==> src/rtl/lm_sm_sequencer.sv <==
// ---------------------------------------------------------------------------
// lm_sm_sequencer
//
// Multi-cycle sequencer for load-multiple (LM) and store-multiple (SM).
// A launch latches an 8-bit register list, a 16-bit base word address and
// the transfer direction. The block then steps through the set bits of the
// list, lowest first, and performs one transfer per cycle. A transfer is
// held off for as long as memory reports that it is not ready.
//
// Ports
//   clk       in   rising-edge clock
//   reset     in   asynchronous, active-low reset
//   start     in   launch a sequence (sampled only while idle)
//   isLoad    in   1 = LM (memory -> registers), 0 = SM (registers -> memory)
//   regList   in   [7:0]  bit i set = transfer register Ri
//   baseAddr  in   [15:0] memory word address of the first transfer
//   hold      in   memory-not-ready stall; freezes the sequencer
//   busy      out  high whenever a sequence is in progress
//   regAdd    out  [2:0]  register index of the current transfer
//   memAdd    out  [15:0] memory word address of the current transfer
//   regWrite  out  register-file write strobe (LM transfers)
//   memWrite  out  data-memory write strobe (SM transfers)
//   pcWrite   out  current LM transfer writes R7; control must flush
//   done      out  one-cycle completion pulse
//
// The outputs are decoded from registered state plus the live hold input:
// the register file and memory capture on the edge that ends a transfer
// cycle, so the strobes must drop in the same cycle that hold rises.
// ---------------------------------------------------------------------------
`timescale 1ns/1ps

module lm_sm_sequencer (
  input  logic        clk,
  input  logic        reset,
  input  logic        start,
  input  logic        isLoad,
  input  logic [7:0]  regList,
  input  logic [15:0] baseAddr,
  input  logic        hold,
  output logic        busy,
  output logic [2:0]  regAdd,
  output logic [15:0] memAdd,
  output logic        regWrite,
  output logic        memWrite,
  output logic        pcWrite,
  output logic        done
);

  typedef enum logic [1:0] {
    S_IDLE = 2'd0,
    S_XFER = 2'd1,
    S_DONE = 2'd2
  } state_e;

  state_e      state_q;
  logic [7:0]  pending_q;
  logic [3:0]  offset_q;
  logic [15:0] base_q;
  logic        load_q;

  logic [7:0]  pending_d;
  logic [3:0]  offset_d;
  logic [2:0]  low_idx_s;
  logic        xfer_s;

  // Index of the lowest set bit; 0 when no bit is set.
  function automatic logic [2:0] lowest_set(input logic [7:0] v);
    logic [2:0] idx;
    idx = 3'd0;
    for (int i = 7; i >= 0; i--) begin
      if (v[i]) begin
        idx = i[2:0];
      end else begin
        idx = idx;
      end
    end
    return idx;
  endfunction

  // Values that a completed (non-held) transfer advances to.
  always_comb begin
    // v & (v - 1) clears exactly the lowest set bit, i.e. the one being transferred
    pending_d = pending_q & (pending_q - 8'd1);
    offset_d  = offset_q + 4'd1;
    low_idx_s = lowest_set(pending_q);
    xfer_s    = (state_q == S_XFER);
  end

  // Sequencer state machine and its working registers.
  always_ff @(posedge clk or negedge reset) begin
    if (!reset) begin
      state_q   <= S_IDLE;
      pending_q <= 8'd0;
      offset_q  <= 4'd0;
      base_q    <= 16'd0;
      load_q    <= 1'b0;
    end else begin
      case (state_q)
        S_IDLE: begin
          if (start) begin
            pending_q <= regList;
            base_q    <= baseAddr;
            load_q    <= isLoad;
            offset_q  <= 4'd0;
            state_q   <= (regList != 8'd0) ? S_XFER : S_DONE;
          end
        end
        S_XFER: begin
          if (!hold) begin
            pending_q <= pending_d;
            offset_q  <= offset_d;
            if (pending_d == 8'd0) begin
              state_q <= S_DONE;
            end
          end
        end
        S_DONE: begin
          state_q <= S_IDLE;
        end
        default: begin
          state_q <= S_IDLE;
        end
      endcase
    end
  end

  // Output decode: addresses only during a transfer, strobes gated by hold.
  always_comb begin
    busy     = (state_q != S_IDLE);
    done     = (state_q == S_DONE);
    regAdd   = 3'd0;
    memAdd   = 16'd0;
    regWrite = 1'b0;
    memWrite = 1'b0;
    pcWrite  = 1'b0;
    if (xfer_s) begin
      regAdd   = low_idx_s;
      // 16-bit add wraps naturally past 0xFFFF
      memAdd   = base_q + {12'd0, offset_q};
      regWrite = load_q & ~hold;
      memWrite = ~load_q & ~hold;
      pcWrite  = load_q & ~hold & (low_idx_s == 3'd7);
    end else begin
      regAdd   = 3'd0;
      memAdd   = 16'd0;
    end
  end

endmodule

==> config.mk <==
export PLATFORM = sky130hd
export DESIGN_NAME = lm_sm_sequencer
export DESIGN_NICKNAME = d
export VERILOG_FILES = /design/src/rtl/lm_sm_sequencer.sv
export SDC_FILE = /design/constraint.sdc
export NUM_CORES = 1
export LEC_CHECK = 0
export BUFFER_PORTS_ARGS = -buffer_cell sky130_fd_sc_hd__buf_2
export CAP_MARGIN = 20
export CORE_ASPECT_RATIO = 1.2
export CORE_UTILIZATION = 56
export DETAILED_ROUTE_END_ITERATION = 8
export PLACE_DENSITY_LB_ADDON = 0.1
export REMOVE_ABC_BUFFERS = 1
export SETUP_SLACK_MARGIN = 0.2
export SLEW_MARGIN = 20
export SYNTH_ARGS = -nofsm -noshare
export SYNTH_HDL_FRONTEND = slang
export SYNTH_SLANG_ARGS = --single-unit
==> constraint.sdc <==
create_clock -name clk -period 6.5 [get_ports clk]
set_clock_uncertainty 0.15 [all_clocks]
set_input_delay 0.325 -clock clk [delete_from_list [all_inputs] [get_ports clk]]
set_output_delay 0.325 -clock clk [all_outputs]
set_load 0.05 [all_outputs]
==> metrics.txt, run 1 <==
# TYPE chip_impl_metric gauge
chip_impl_metric{name="number_of_buffers_created_by_cts",unit=""} 5
chip_impl_metric{name="dr_wl_met2",unit="µm"} 2030
chip_impl_metric{name="cp.buffers_inverters",unit=""} 1
chip_impl_info{name="rsz0062_at_grt",value="no"} 1
chip_impl_metric{name="routed-wl-met3",unit="µm"} 203
chip_impl_metric{name="final_layout_size_suffix_gt1_share",unit="%"} 32.2
chip_impl_info{name="clockRootBuffer",value="sky130_fd_sc_hd__clkbuf_8"} 1
chip_impl_metric{name="clock_sinks",unit=""} 31
chip_impl_info{name="tritoncts",value="built"} 1
chip_impl_info{name="ys_top_cells_by_count",value="sky130_fd_sc_hd__dfrtp_1 (31), sky130_fd_sc_hd__o21ai_0 (21), sky130_fd_sc_hd__a21oi_1 (20)"} 1
chip_impl_metric{name="post_synthesis_cell_area",unit="µm²"} 1930
chip_impl_metric{name="finalCritPeriodShare",unit="%"} 46.8
chip_impl_metric{name="cts.clk_slew.worst_paths",unit="ps"} 60
chip_impl_metric{name="tightest_slew",unit="ps"} 886
chip_impl_metric{name="num_rows",unit=""} 23
chip_impl_info{name="cp_top_family",value="compound AO/OA/AOI/OAI gates"} 1
chip_impl_metric{name="yosys-mux-area-fraction",unit="%"} 8.75
chip_impl_metric{name="m1WireLength",unit="µm"} 1880
chip_impl_info{name="cp_cell_sequence",value="ha_1, fa_1, a21o_1, a21oi_2, o21ai_0, a21oi_1, buf_2"} 1
chip_impl_info{name="end_kind",value="output port"} 1
chip_impl_metric{name="fmax",unit="MHz"} 329
chip_impl_metric{name="num_io_pins",unit=""} 53
chip_impl_info{name="dominantRegCellSynth",value="sky130_fd_sc_hd__dfrtp_1"} 1
chip_impl_metric{name="fin_tns_setup",unit="ps"} 0
chip_impl_info{name="yosys.area.top_type",value="sky130_fd_sc_hd__dfrtp_1"} 1
chip_impl_metric{name="first_pass_grt_wire_length",unit="µm"} 6850
chip_impl_metric{name="fp.dieH",unit="µm"} 66.3
chip_impl_metric{name="area_growth",unit="%"} 19.3
chip_impl_metric{name="synth-seq-area-share",unit="%"} 40.2
chip_impl_metric{name="insertedDiodeCount",unit=""} 0
chip_impl_metric{name="synth_simple_gate_area_share",unit="%"} 21.9
chip_impl_metric{name="cts.path.max_buffers",unit=""} 2
chip_impl_metric{name="start_util",unit="%"} 58.3
chip_impl_metric{name="detail_route.wl_per_cell",unit="µm"} 14.0
chip_impl_metric{name="dpl.hpwl",unit="µm"} 2950
chip_impl_metric{name="vias_per_instance",unit=""} 5.82
chip_impl_metric{name="final_global_route_overflow_total",unit=""} 0
chip_impl_metric{name="drc",unit=""} 0
chip_impl_metric{name="synth-adder-area-share",unit="%"} 5.32
chip_impl_metric{name="max_slew_margin",unit="%"} 40.9
chip_impl_info{name="routed.top_layer",value="met4"} 1
chip_impl_metric{name="via_count",unit=""} 1734
chip_impl_metric{name="critical_path_required",unit="ps"} 6020
chip_impl_metric{name="post_synth_xor_area_fraction",unit="%"} 0.908
chip_impl_metric{name="grt_use_total",unit="%"} 24.2
chip_impl_metric{name="timing.critical_path.arrival",unit="ps"} 2560
chip_impl_metric{name="fp.coreArea",unit="µm²"} 3310
chip_impl_metric{name="antenna_found_initial",unit=""} 0
chip_impl_info{name="element_type_at_the_critical_path_start",value="register"} 1
chip_impl_metric{name="report.final.setup_viol",unit=""} 0
chip_impl_metric{name="floorplan.die_area",unit="µm²"} 3680
chip_impl_metric{name="ys.warnings.count",unit=""} 0
chip_impl_metric{name="hold_viol",unit=""} 0
chip_impl_metric{name="ys_types",unit=""} 43
chip_impl_metric{name="synth_compound_gate_area_share",unit="%"} 19.6
chip_impl_metric{name="synth.avg_cell_area",unit="µm²"} 9.14
chip_impl_metric{name="drtIter0Drc",unit=""} 67
chip_impl_metric{name="synthesis.instances",unit=""} 211
chip_impl_metric{name="crit_path_max_incr_delay",unit="ps"} 420
chip_impl_metric{name="final_nets",unit=""} 296
chip_impl_metric{name="firstDrtPassIters",unit=""} 4
chip_impl_metric{name="chipWidth",unit="µm"} 55.6
chip_impl_metric{name="h-tree-depth",unit=""} 2
chip_impl_metric{name="synthDominantCellAreaShare",unit="%"} 40.2
chip_impl_metric{name="grt_max_degree",unit=""} 32
chip_impl_metric{name="port-buffer-count",unit=""} 52
chip_impl_info{name="synth.top_cells.by_area",value="sky130_fd_sc_hd__dfrtp_1 (40%), sky130_fd_sc_hd__mux2_2 (8.8%), sky130_fd_sc_hd__o21ai_0 (5.4%), sky130_fd_sc_hd__a21oi_1 (5.2%), sky130_fd_sc_hd__nand2_1 (3.3%)"} 1
chip_impl_info{name="synth_top_family_by_area",value="simple AND/OR/NAND/NOR gates"} 1
chip_impl_metric{name="ys_async_sr_fraction",unit="%"} 100
chip_impl_metric{name="period_minus_slack",unit="ps"} 3040
chip_impl_metric{name="cts_resized",unit=""} 0
chip_impl_metric{name="timing_max_transition_violations_final",unit=""} 0
chip_impl_info{name="synthMostInstantiatedCell",value="sky130_fd_sc_hd__dfrtp_1"} 1
chip_impl_metric{name="gp_congestion",unit=""} 0.820
chip_impl_metric{name="nFillCells",unit=""} 279
chip_impl_metric{name="ys_ff_latch",unit=""} 31
chip_impl_info{name="run_status",value="finished clean"} 1
chip_impl_metric{name="worstSkewPairLatency",unit="ps"} 290
chip_impl_metric{name="timing.critical_path.fanout_max",unit=""} 10
chip_impl_metric{name="cap_violations",unit=""} 0
chip_impl_metric{name="final_antenna_net_count",unit=""} 0
chip_impl_metric{name="synth_enable_flop_cells",unit=""} 0
chip_impl_info{name="critical-path-slowest-cell",value="sky130_fd_sc_hd__dfrtp_1"} 1
chip_impl_metric{name="first_global_vias",unit=""} 1507
chip_impl_metric{name="postRouteWirelength",unit="µm"} 4170
chip_impl_info{name="hp-class",value="in -> reg"} 1
chip_impl_info{name="critical_path_class",value="reg -> out"} 1
cell usage in the layout, fill, tap and decap left out, types with 2 or more instances in the layout:
cell type / instances
sky130_fd_sc_hd__nand4_1: 2
sky130_fd_sc_hd__nor2b_1: 3
sky130_fd_sc_hd__xnor2_1: 2
sky130_fd_sc_hd__inv_1: 5
sky130_fd_sc_hd__dfrtp_1: 31
sky130_fd_sc_hd__a21oi_1: 20
sky130_fd_sc_hd__buf_2: 52
sky130_fd_sc_hd__ha_1: 5
sky130_fd_sc_hd__a21o_1: 4
sky130_fd_sc_hd__mux2_2: 15
sky130_fd_sc_hd__or3_1: 10
sky130_fd_sc_hd__or4_1: 2
sky130_fd_sc_hd__nor4_1: 3
sky130_fd_sc_hd__a211oi_1: 2
sky130_fd_sc_hd__clkbuf_8: 6
sky130_fd_sc_hd__o31ai_1: 4
sky130_fd_sc_hd__a22o_1: 3
sky130_fd_sc_hd__nor2_1: 14
sky130_fd_sc_hd__a21oi_2: 2
sky130_fd_sc_hd__nand2_1: 17
sky130_fd_sc_hd__o21ai_0: 21
sky130_fd_sc_hd__nand2b_1: 4
sky130_fd_sc_hd__maj3_1: 2
sky130_fd_sc_hd__nor3_1: 4
sky130_fd_sc_hd__nand3_1: 3
sky130_fd_sc_hd__and2_1: 4
sequential cells by signal (all words and copies together) (netlist names):
register and flops:
load_q 1, pending_q 8, offset_q 4, base_q 16
state_q 2
worst min-delay path: cells and delay by family:
family	cells	cell delay, ps
compound gates	1	60
simple gates	1	30
buf+inv	1	70
metal layers:
layer | vias to the layer above | track usage (%)
li1 | 864 | -
met1 | 820 | 30.8
met2 | 44 | 39.3
met3 | 6 | 5.87
met4 | 0 | 10.6
met5 | - | 0
kinds of logic (layout without fill, tap and decap cells):
kind of cell    count (synthesis)  after routing
xor+xnor                        2              2
fa+ha+maj                       8              8
mux                            15             15
flops                          31             31
buf+inv                        16             66
compound gates                 63             63
simple gates                   76             76
timing repair:
item,in CTS,in global routing
buffers inserted,0,0
setup endpoints to repair,0,0
hold endpoints to repair,31,0
hold buffers,1,0
final timing paths:
path                       cells after the start  slack, ps                      to               startpoint
setup / recovery                               7       3460              memAdd[10]  offset_q[0]$_DFFE_PN0P_
min in group asynchronous                      2        470   base_q[1]$_DFFE_PN0P_                    reset
hold reg to reg                                1        370   base_q[2]$_DFFE_PN0P_    base_q[2]$_DFFE_PN0P_
setup reg to reg                               4       4030   base_q[8]$_DFFE_PN0P_   state_q[0]$_DFFE_PN0P_
hold / removal                                 3         90  base_q[14]$_DFFE_PN0P_             baseAddr[14]
max in group asynchronous                      2       5280   base_q[6]$_DFFE_PN0P_                    reset
per-stage QoR:
stage / std cells / util, % / setup WS, ps / hold WS [ps] / area, µm²
4_1_cts: 298 / 69.5 / 3470 / 85.9 / 2300
5_1_grt: 298 / 69.5 / 3300 / 84.9 / 2300
2_1_floorplan: 200 / - / 3310 / -121 / 1880
3_3_place_gp: 290 / 66.6 / 3840 / 257 / 2200
3_5_place_dp: 290 / 66.6 / 3800 / 255 / 2200
6_report: 298 / 69.5 / 3460 / 92.8 / 2300
final cells by class:
class / count / area [µm²] / share of cell area [%]
multi-input cells: 164 / 1090 / 47.6
inverters: 5 / 18.8 / 0.816
repair buffers: 54 / 278 / 12.1
clock buffers: 6 / 82.6 / 3.59
well taps: 37 / 46.3 / 2.01
flip-flops and latches: 31 / 776 / 33.7
clock inverters: 1 / 5.00 / 0.218
Power of run 1 is not shown: default switching activity piles up to over one toggle a cycle in this logic, so the estimate is an artifact.
==> run 2: changes to the inputs <==
- CORE_UTILIZATION: 56 -> 47
- clock period: 6.5 -> 2.7 ns (I/O delays scaled with it)
==> metrics.txt, run 2 (same netlist as run 1, synthesis figures left out) <==
# TYPE chip_impl_metric gauge
chip_impl_metric{name="largest_reg_flops",unit=""} 16
chip_impl_metric{name="fmax",unit="MHz"} 396
chip_impl_metric{name="firstDrtPassIters",unit=""} 4
chip_impl_info{name="rsz0062_at_grt",value="yes"} 1
chip_impl_metric{name="vias_per_instance",unit=""} 5.39
chip_impl_metric{name="critical_path_required",unit="ps"} 2410
chip_impl_metric{name="clock_sinks",unit=""} 31
chip_impl_metric{name="max_slew_margin",unit="%"} 52.5
chip_impl_info{name="hold_start",value="hold"} 1
chip_impl_metric{name="start_util",unit="%"} 49.0
chip_impl_info{name="clockRootBuffer",value="sky130_fd_sc_hd__clkbuf_8"} 1
chip_impl_metric{name="final_nets",unit=""} 328
chip_impl_metric{name="hold_viol",unit=""} 0
chip_impl_metric{name="worstSkewPairLatency",unit="ps"} 280
chip_impl_metric{name="drc",unit=""} 0
chip_impl_metric{name="multi_input_area",unit="µm²"} 1160
chip_impl_metric{name="drtIter0Drc",unit=""} 139
chip_impl_metric{name="num_io_pins",unit=""} 53
chip_impl_info{name="largestRegisters",value="base_q x16, pending_q x8, offset_q x4"} 1
chip_impl_metric{name="grt_max_degree",unit=""} 32
chip_impl_metric{name="nFillCells",unit=""} 334
chip_impl_metric{name="dpl.hpwl",unit="µm"} 3160
chip_impl_metric{name="via_count",unit=""} 1876
chip_impl_metric{name="period_minus_slack",unit="ps"} 2520
chip_impl_info{name="run_status",value="finished clean"} 1
chip_impl_metric{name="fp.coreArea",unit="µm²"} 3940
chip_impl_metric{name="fin_tns_setup",unit="ps"} 0
chip_impl_metric{name="number_of_buffers_created_by_cts",unit=""} 5
chip_impl_metric{name="cts.path.max_buffers",unit=""} 2
chip_impl_metric{name="report.final.setup_viol",unit=""} 0
chip_impl_metric{name="regArea",unit="µm²"} 781
chip_impl_metric{name="final_antenna_net_count",unit=""} 0
chip_impl_metric{name="timing.critical_path.arrival",unit="ps"} 2240
chip_impl_metric{name="area_growth",unit="%"} 41.1
chip_impl_info{name="highest_count_cells_in_the_layout_ignoring_fill_and_taps",value="sky130_fd_sc_hd__buf_2 (41), sky130_fd_sc_hd__dfrtp_1 (27), sky130_fd_sc_hd__dlygate4sd3_1 (25)"} 1
chip_impl_metric{name="port-buffer-count",unit=""} 52
chip_impl_metric{name="first_global_vias",unit=""} 1678
chip_impl_metric{name="gp_congestion",unit=""} 0.763
chip_impl_metric{name="finalCritPeriodShare",unit="%"} 93.5
chip_impl_metric{name="tightest_slew",unit="ps"} 713
chip_impl_metric{name="chipWidth",unit="µm"} 60.5
chip_impl_metric{name="cts.clk_slew.worst_paths",unit="ps"} 60
chip_impl_metric{name="timing_max_transition_violations_final",unit=""} 0
chip_impl_metric{name="layoutNonFillerInstCount",unit=""} 348
chip_impl_metric{name="floorplan.die_area",unit="µm²"} 4370
chip_impl_metric{name="fp.dieH",unit="µm"} 72.2
chip_impl_info{name="critical_path.reg2reg.startpoint",value="state_q[1]$_DFFE_PN0P_"} 1
chip_impl_metric{name="placedCellCount",unit=""} 310
chip_impl_metric{name="timing.critical_path.fanout_max",unit=""} 6
chip_impl_info{name="hp-class",value="in -> reg"} 1
chip_impl_metric{name="cap_violations",unit=""} 0
chip_impl_metric{name="antenna_found_initial",unit=""} 0
chip_impl_info{name="largest_register",value="base_q"} 1
chip_impl_info{name="layout.cells.most_common",value="sky130_fd_sc_hd__buf_2"} 1
chip_impl_info{name="element_type_at_the_critical_path_start",value="register"} 1
chip_impl_metric{name="insertedDiodeCount",unit=""} 0
chip_impl_info{name="critical_path_class",value="reg -> out"} 1
chip_impl_info{name="startpoint",value="offset_q[1]$_DFFE_PN0P_"} 1
chip_impl_metric{name="grt_use_total",unit="%"} 24.4
chip_impl_metric{name="postRouteWirelength",unit="µm"} 4970
chip_impl_metric{name="detail_route.wl_per_cell",unit="µm"} 14.3
chip_impl_metric{name="num_rows",unit=""} 25
chip_impl_metric{name="final_layout_size_suffix_gt1_share",unit="%"} 34.7
chip_impl_info{name="end_kind",value="output port"} 1
chip_impl_info{name="tritoncts",value="built"} 1
chip_impl_metric{name="final_global_route_overflow_total",unit=""} 0
chip_impl_metric{name="first_pass_grt_wire_length",unit="µm"} 7850
chip_impl_metric{name="h-tree-depth",unit=""} 2
==> run 2: cell types whose count changed in the layout (fill, tap and decap cells not counted), sizes merged <==
cell,previous run,this run
a21oi,22,23
clkbuf,6,10
buf,53,57
dlygate4sd3,1,25
==> run 2: what timing repair did <==
item	CTS	global route
endpoints found under the setup margin	8	13
hold endpoints to repair	55	0
cloned	1	1
buffers inserted	3	0
gates resized for setup	13	24
hold buffers	25	0
pin swaps	2	5
==> run 2: worst paths after layout <==
kind	endpoint	slack [ps]	depth (start not counted)
max	memAdd[13]	180	7
min	state_q[0]$_DFFE_PN0P_	20	2
max reg2reg	state_q[0]$_DFFE_PN0P_	850	4
min reg2reg	base_q[0]$_DFFE_PN0P_	370	1
max in group asynchronous	state_q[0]$_DFFE_PN0P_	1610	2
min in group asynchronous	base_q[14]$_DFFE_PN0P_	290	2
==> run 2: layout make-up <==
cell class | instances | share of cell area (%)
Clock buffer | 7 | 2.80
Multi-Input combinational cell | 165 | 42.6
Inverter | 5 | 0.689
Sequential cell | 31 | 28.7
Clock inverter | 1 | 0.184
Timing Repair Buffer | 85 | 22.5
Tap cell | 54 | 2.48
==> run 2: critical path, stage by stage, from the launching register on <==
cell and delay (ps):
sky130_fd_sc_hd__dfrtp_2 460, sky130_fd_sc_hd__ha_4 280, sky130_fd_sc_hd__a211o_1 160, sky130_fd_sc_hd__a21oi_2 80, sky130_fd_sc_hd__buf_2 160, sky130_fd_sc_hd__or4_1 430, sky130_fd_sc_hd__a21oi_2 170, sky130_fd_sc_hd__buf_4 220
==> run 2: per-stage QoR <==
stage	hold slack (ps)	util (%)	cell area [µm²]	setup WS (ps)
after floorplan	-311	-	1880	-390
after global placement	72.6	57.0	2250	239
after detailed placement	76.9	57.0	2250	175
after CTS	1.80	67.6	2660	207
after global routing	25.7	69.1	2720	69.2
final	16.4	69.1	2720	176
==> run 2: metal layers <==
metal	track usage, %	vias to the layer above	wire length, µm
met5	0	-	0
met4	6.82	0	57
met3	5.35	6	172
met2	40.8	50	2490
met1	31.6	880	2250
li1	-	940	-
Power of run 2 is left out for the same reason.
==> run 3: changes to the inputs <==
- CORE_ASPECT_RATIO: 1.2 -> not set
- PLACE_DENSITY: not set -> 0.81
- PLACE_DENSITY_LB_ADDON: 0.1 -> not set
- clock period: 2.7 -> 2.3 ns (I/O delays scaled with it)
==> metrics.txt, run 3 (same netlist as run 1, synthesis figures left out) <==
# TYPE chip_impl_metric gauge
chip_impl_info{name="run_status",value="finished with violations"} 1
chip_impl_metric{name="dr_wl_met2",unit="µm"} 2770
chip_impl_metric{name="timing_max_transition_violations_final",unit=""} 0
chip_impl_metric{name="port-buffer-count",unit=""} 52
chip_impl_info{name="layout.cells.most_common",value="sky130_fd_sc_hd__buf_2"} 1
chip_impl_metric{name="tightest_slew",unit="ps"} 669
chip_impl_info{name="highest_count_cells_in_the_layout_ignoring_fill_and_taps",value="sky130_fd_sc_hd__buf_2 (37), sky130_fd_sc_hd__dfrtp_1 (25), sky130_fd_sc_hd__dlygate4sd3_1 (25)"} 1
chip_impl_metric{name="hold_viol",unit=""} 0
chip_impl_info{name="critical_path_class",value="reg -> out"} 1
chip_impl_metric{name="start_util",unit="%"} 50.8
chip_impl_metric{name="final_nets",unit=""} 335
chip_impl_metric{name="fp.dieH",unit="µm"} 66.1
chip_impl_metric{name="period_minus_slack",unit="ps"} 2460
chip_impl_metric{name="drc",unit=""} 0
chip_impl_metric{name="grt_max_degree",unit=""} 32
chip_impl_metric{name="h-tree-depth",unit=""} 2
chip_impl_metric{name="power.ir.vdd_worst",unit="V"} 0.000811
chip_impl_info{name="cp_cell_sequence",value="ha_2, fa_2, a21o_1, a21oi_2, buf_4, nor2_1, mux2_2, buf_6"} 1
chip_impl_metric{name="timing.critical_path.arrival",unit="ps"} 2200
chip_impl_metric{name="area_growth",unit="%"} 48.4
chip_impl_metric{name="fin_worst_hold_slack",unit="ps"} 21.3
chip_impl_metric{name="cap_violations",unit=""} 0
chip_impl_metric{name="first_global_vias",unit=""} 1892
chip_impl_metric{name="insertedDiodeCount",unit=""} 0
chip_impl_metric{name="worstSkewPairLatency",unit="ps"} 280
chip_impl_metric{name="floorplan.die_area",unit="µm²"} 4370
chip_impl_metric{name="m1WireLength",unit="µm"} 2230
chip_impl_metric{name="fp.coreArea",unit="µm²"} 3800
chip_impl_metric{name="postRouteWirelength",unit="µm"} 5430
chip_impl_metric{name="first_pass_grt_wire_length",unit="µm"} 8380
chip_impl_metric{name="min_delay_path_depth",unit=""} 3
chip_impl_metric{name="critical_path_required",unit="ps"} 2040
chip_impl_metric{name="firstDrtPassIters",unit=""} 4
chip_impl_metric{name="final.setup.worst_slack",unit="ps"} -160
chip_impl_metric{name="detail_route.wl_per_cell",unit="µm"} 15.5
chip_impl_info{name="failed_checks",value="negative setup slack"} 1
chip_impl_metric{name="num_io_pins",unit=""} 53
chip_impl_metric{name="largest_reg_flops",unit=""} 16
chip_impl_metric{name="dpl.hpwl",unit="µm"} 3290
chip_impl_metric{name="fmax",unit="MHz"} 406
chip_impl_info{name="routed.top_layer",value="met4"} 1
chip_impl_metric{name="timing.critical_path.fanout_max",unit=""} 4
chip_impl_info{name="hp-class",value="in -> reg"} 1
chip_impl_metric{name="final_layout_size_suffix_gt1_share",unit="%"} 40.2
chip_impl_metric{name="via_count",unit=""} 1996
chip_impl_metric{name="nFillCells",unit=""} 254
chip_impl_info{name="largestRegisters",value="base_q x16, pending_q x8, offset_q x4"} 1
chip_impl_info{name="critical-path-slowest-cell",value="sky130_fd_sc_hd__dfrtp_1"} 1
chip_impl_metric{name="max_slew_margin",unit="%"} 55.4
chip_impl_metric{name="fin_util",unit="%"} 75.4
chip_impl_metric{name="antenna_found_initial",unit=""} 0
chip_impl_metric{name="final_global_route_overflow_total",unit=""} 0
chip_impl_metric{name="grt_use_total",unit="%"} 25.8
chip_impl_info{name="end_kind",value="output port"} 1
chip_impl_metric{name="number_of_buffers_created_by_cts",unit=""} 5
chip_impl_info{name="element_type_at_the_critical_path_start",value="register"} 1
chip_impl_metric{name="report.final.setup_viol",unit=""} 12
chip_impl_metric{name="cts.clk_slew.worst_paths",unit="ps"} 60
chip_impl_metric{name="crit_path_max_incr_delay",unit="ps"} 380
chip_impl_metric{name="drtIter0Drc",unit=""} 114
chip_impl_metric{name="clock_sinks",unit=""} 31
chip_impl_metric{name="cts.path.max_buffers",unit=""} 2
chip_impl_metric{name="chipWidth",unit="µm"} 66.1
chip_impl_metric{name="finalCritPeriodShare",unit="%"} 107
chip_impl_metric{name="ff2ff_path_depth",unit=""} 5
chip_impl_info{name="tritoncts",value="built"} 1
chip_impl_metric{name="vias_per_instance",unit=""} 5.72
chip_impl_info{name="largest_register",value="base_q"} 1
chip_impl_metric{name="pwr_density",unit="nW/µm²"} 1730
chip_impl_info{name="rsz0062_at_grt",value="yes"} 1
chip_impl_info{name="clockRootBuffer",value="sky130_fd_sc_hd__clkbuf_8"} 1
chip_impl_metric{name="routed-wl-met3",unit="µm"} 293
chip_impl_metric{name="final_antenna_net_count",unit=""} 0
chip_impl_metric{name="p_leak",unit="nW"} 1.26
chip_impl_metric{name="num_rows",unit=""} 22
chip_impl_metric{name="gp_congestion",unit=""} 0.847
-- run 3: path summary, 6_finish.rpt --
check,slack [ps],start,to
max in group asynchronous,1270,reset,pending_q[0]$_DFFE_PN0P_
hold reg to reg,370,base_q[0]$_DFFE_PN0P_,base_q[0]$_DFFE_PN0P_
setup / recovery,-160,offset_q[0]$_DFFE_PN0P_,memAdd[14]
min in group asynchronous,240,reset,base_q[8]$_DFFE_PN0P_
hold / removal,20,regList[3],pending_q[3]$_DFFE_PN0P_
setup reg to reg,380,pending_q[0]$_DFFE_PN0P_,state_q[0]$_DFFE_PN0P_
-- run 3: what timing repair did --
| item | 4_1_cts | 5_1_grt |
|---|---|---|
| hold buffers | 25 | 0 |
| pin swaps | 16 | 6 |
| setup endpoints to repair | 16 | 17 |
| gates resized for setup | 30 | 26 |
| hold endpoints to repair | 55 | 0 |
| buffers inserted | 6 | 2 |
-- run 3: final cells by class --
type	instances	area (µm²)	share of cell area [%]
Multi-Input combinational cell	164	1190	41.6
Sequential cell	31	783	27.3
Timing Repair Buffer	93	709	24.8
Clock buffer	8	100	3.49
Tap cell	48	60.1	2.10
Inverter	5	18.8	0.655
-- run 3: layer usage --
metal | vias up | GRT usage (%)
met5 | - | 0
met4 | 0 | 14.9
met3 | 14 | 3.45
met2 | 87 | 44.3
met1 | 946 | 30.8
li1 | 949 | -
-- run 3: metrics by stage --
stage / setup TNS, ps / area, µm² / power (mW) / instances / setup WS, ps
2_1_floorplan: -21920 / 1880 / 3.16 / 200 / -790
3_3_place_gp: 0 / 2270 / 3.80 / 308 / 56.7
3_5_place_dp: 0 / 2270 / 3.86 / 308 / 25.3
4_1_cts: -941 / 2770 / 4.68 / 347 / -139
5_1_grt: -2060 / 2860 / 5.27 / 349 / -237
6_report: -1190 / 2860 / 4.97 / 349 / -160
-- run 3: worst max-delay path, delay by kind of cell (launching register included) --
kind | cells | cell delay [ps]
simple gates | 1 | 50
flops | 1 | 380
mux | 1 | 270
compound gates | 2 | 340
fa+ha+maj | 2 | 550
buf+inv | 2 | 310
-- run 3: where the power goes --
| group | total (mW) | switching [mW] | internal [mW] |
|---|---|---|---|
| Sequential | 1.20 | 0.377 | 0.823 |
| Clock | 0.473 | 0.200 | 0.273 |
| Combinational | 3.29 | 1.95 | 1.34 |
No activity file was read; power rests on OpenSTA's default activity.
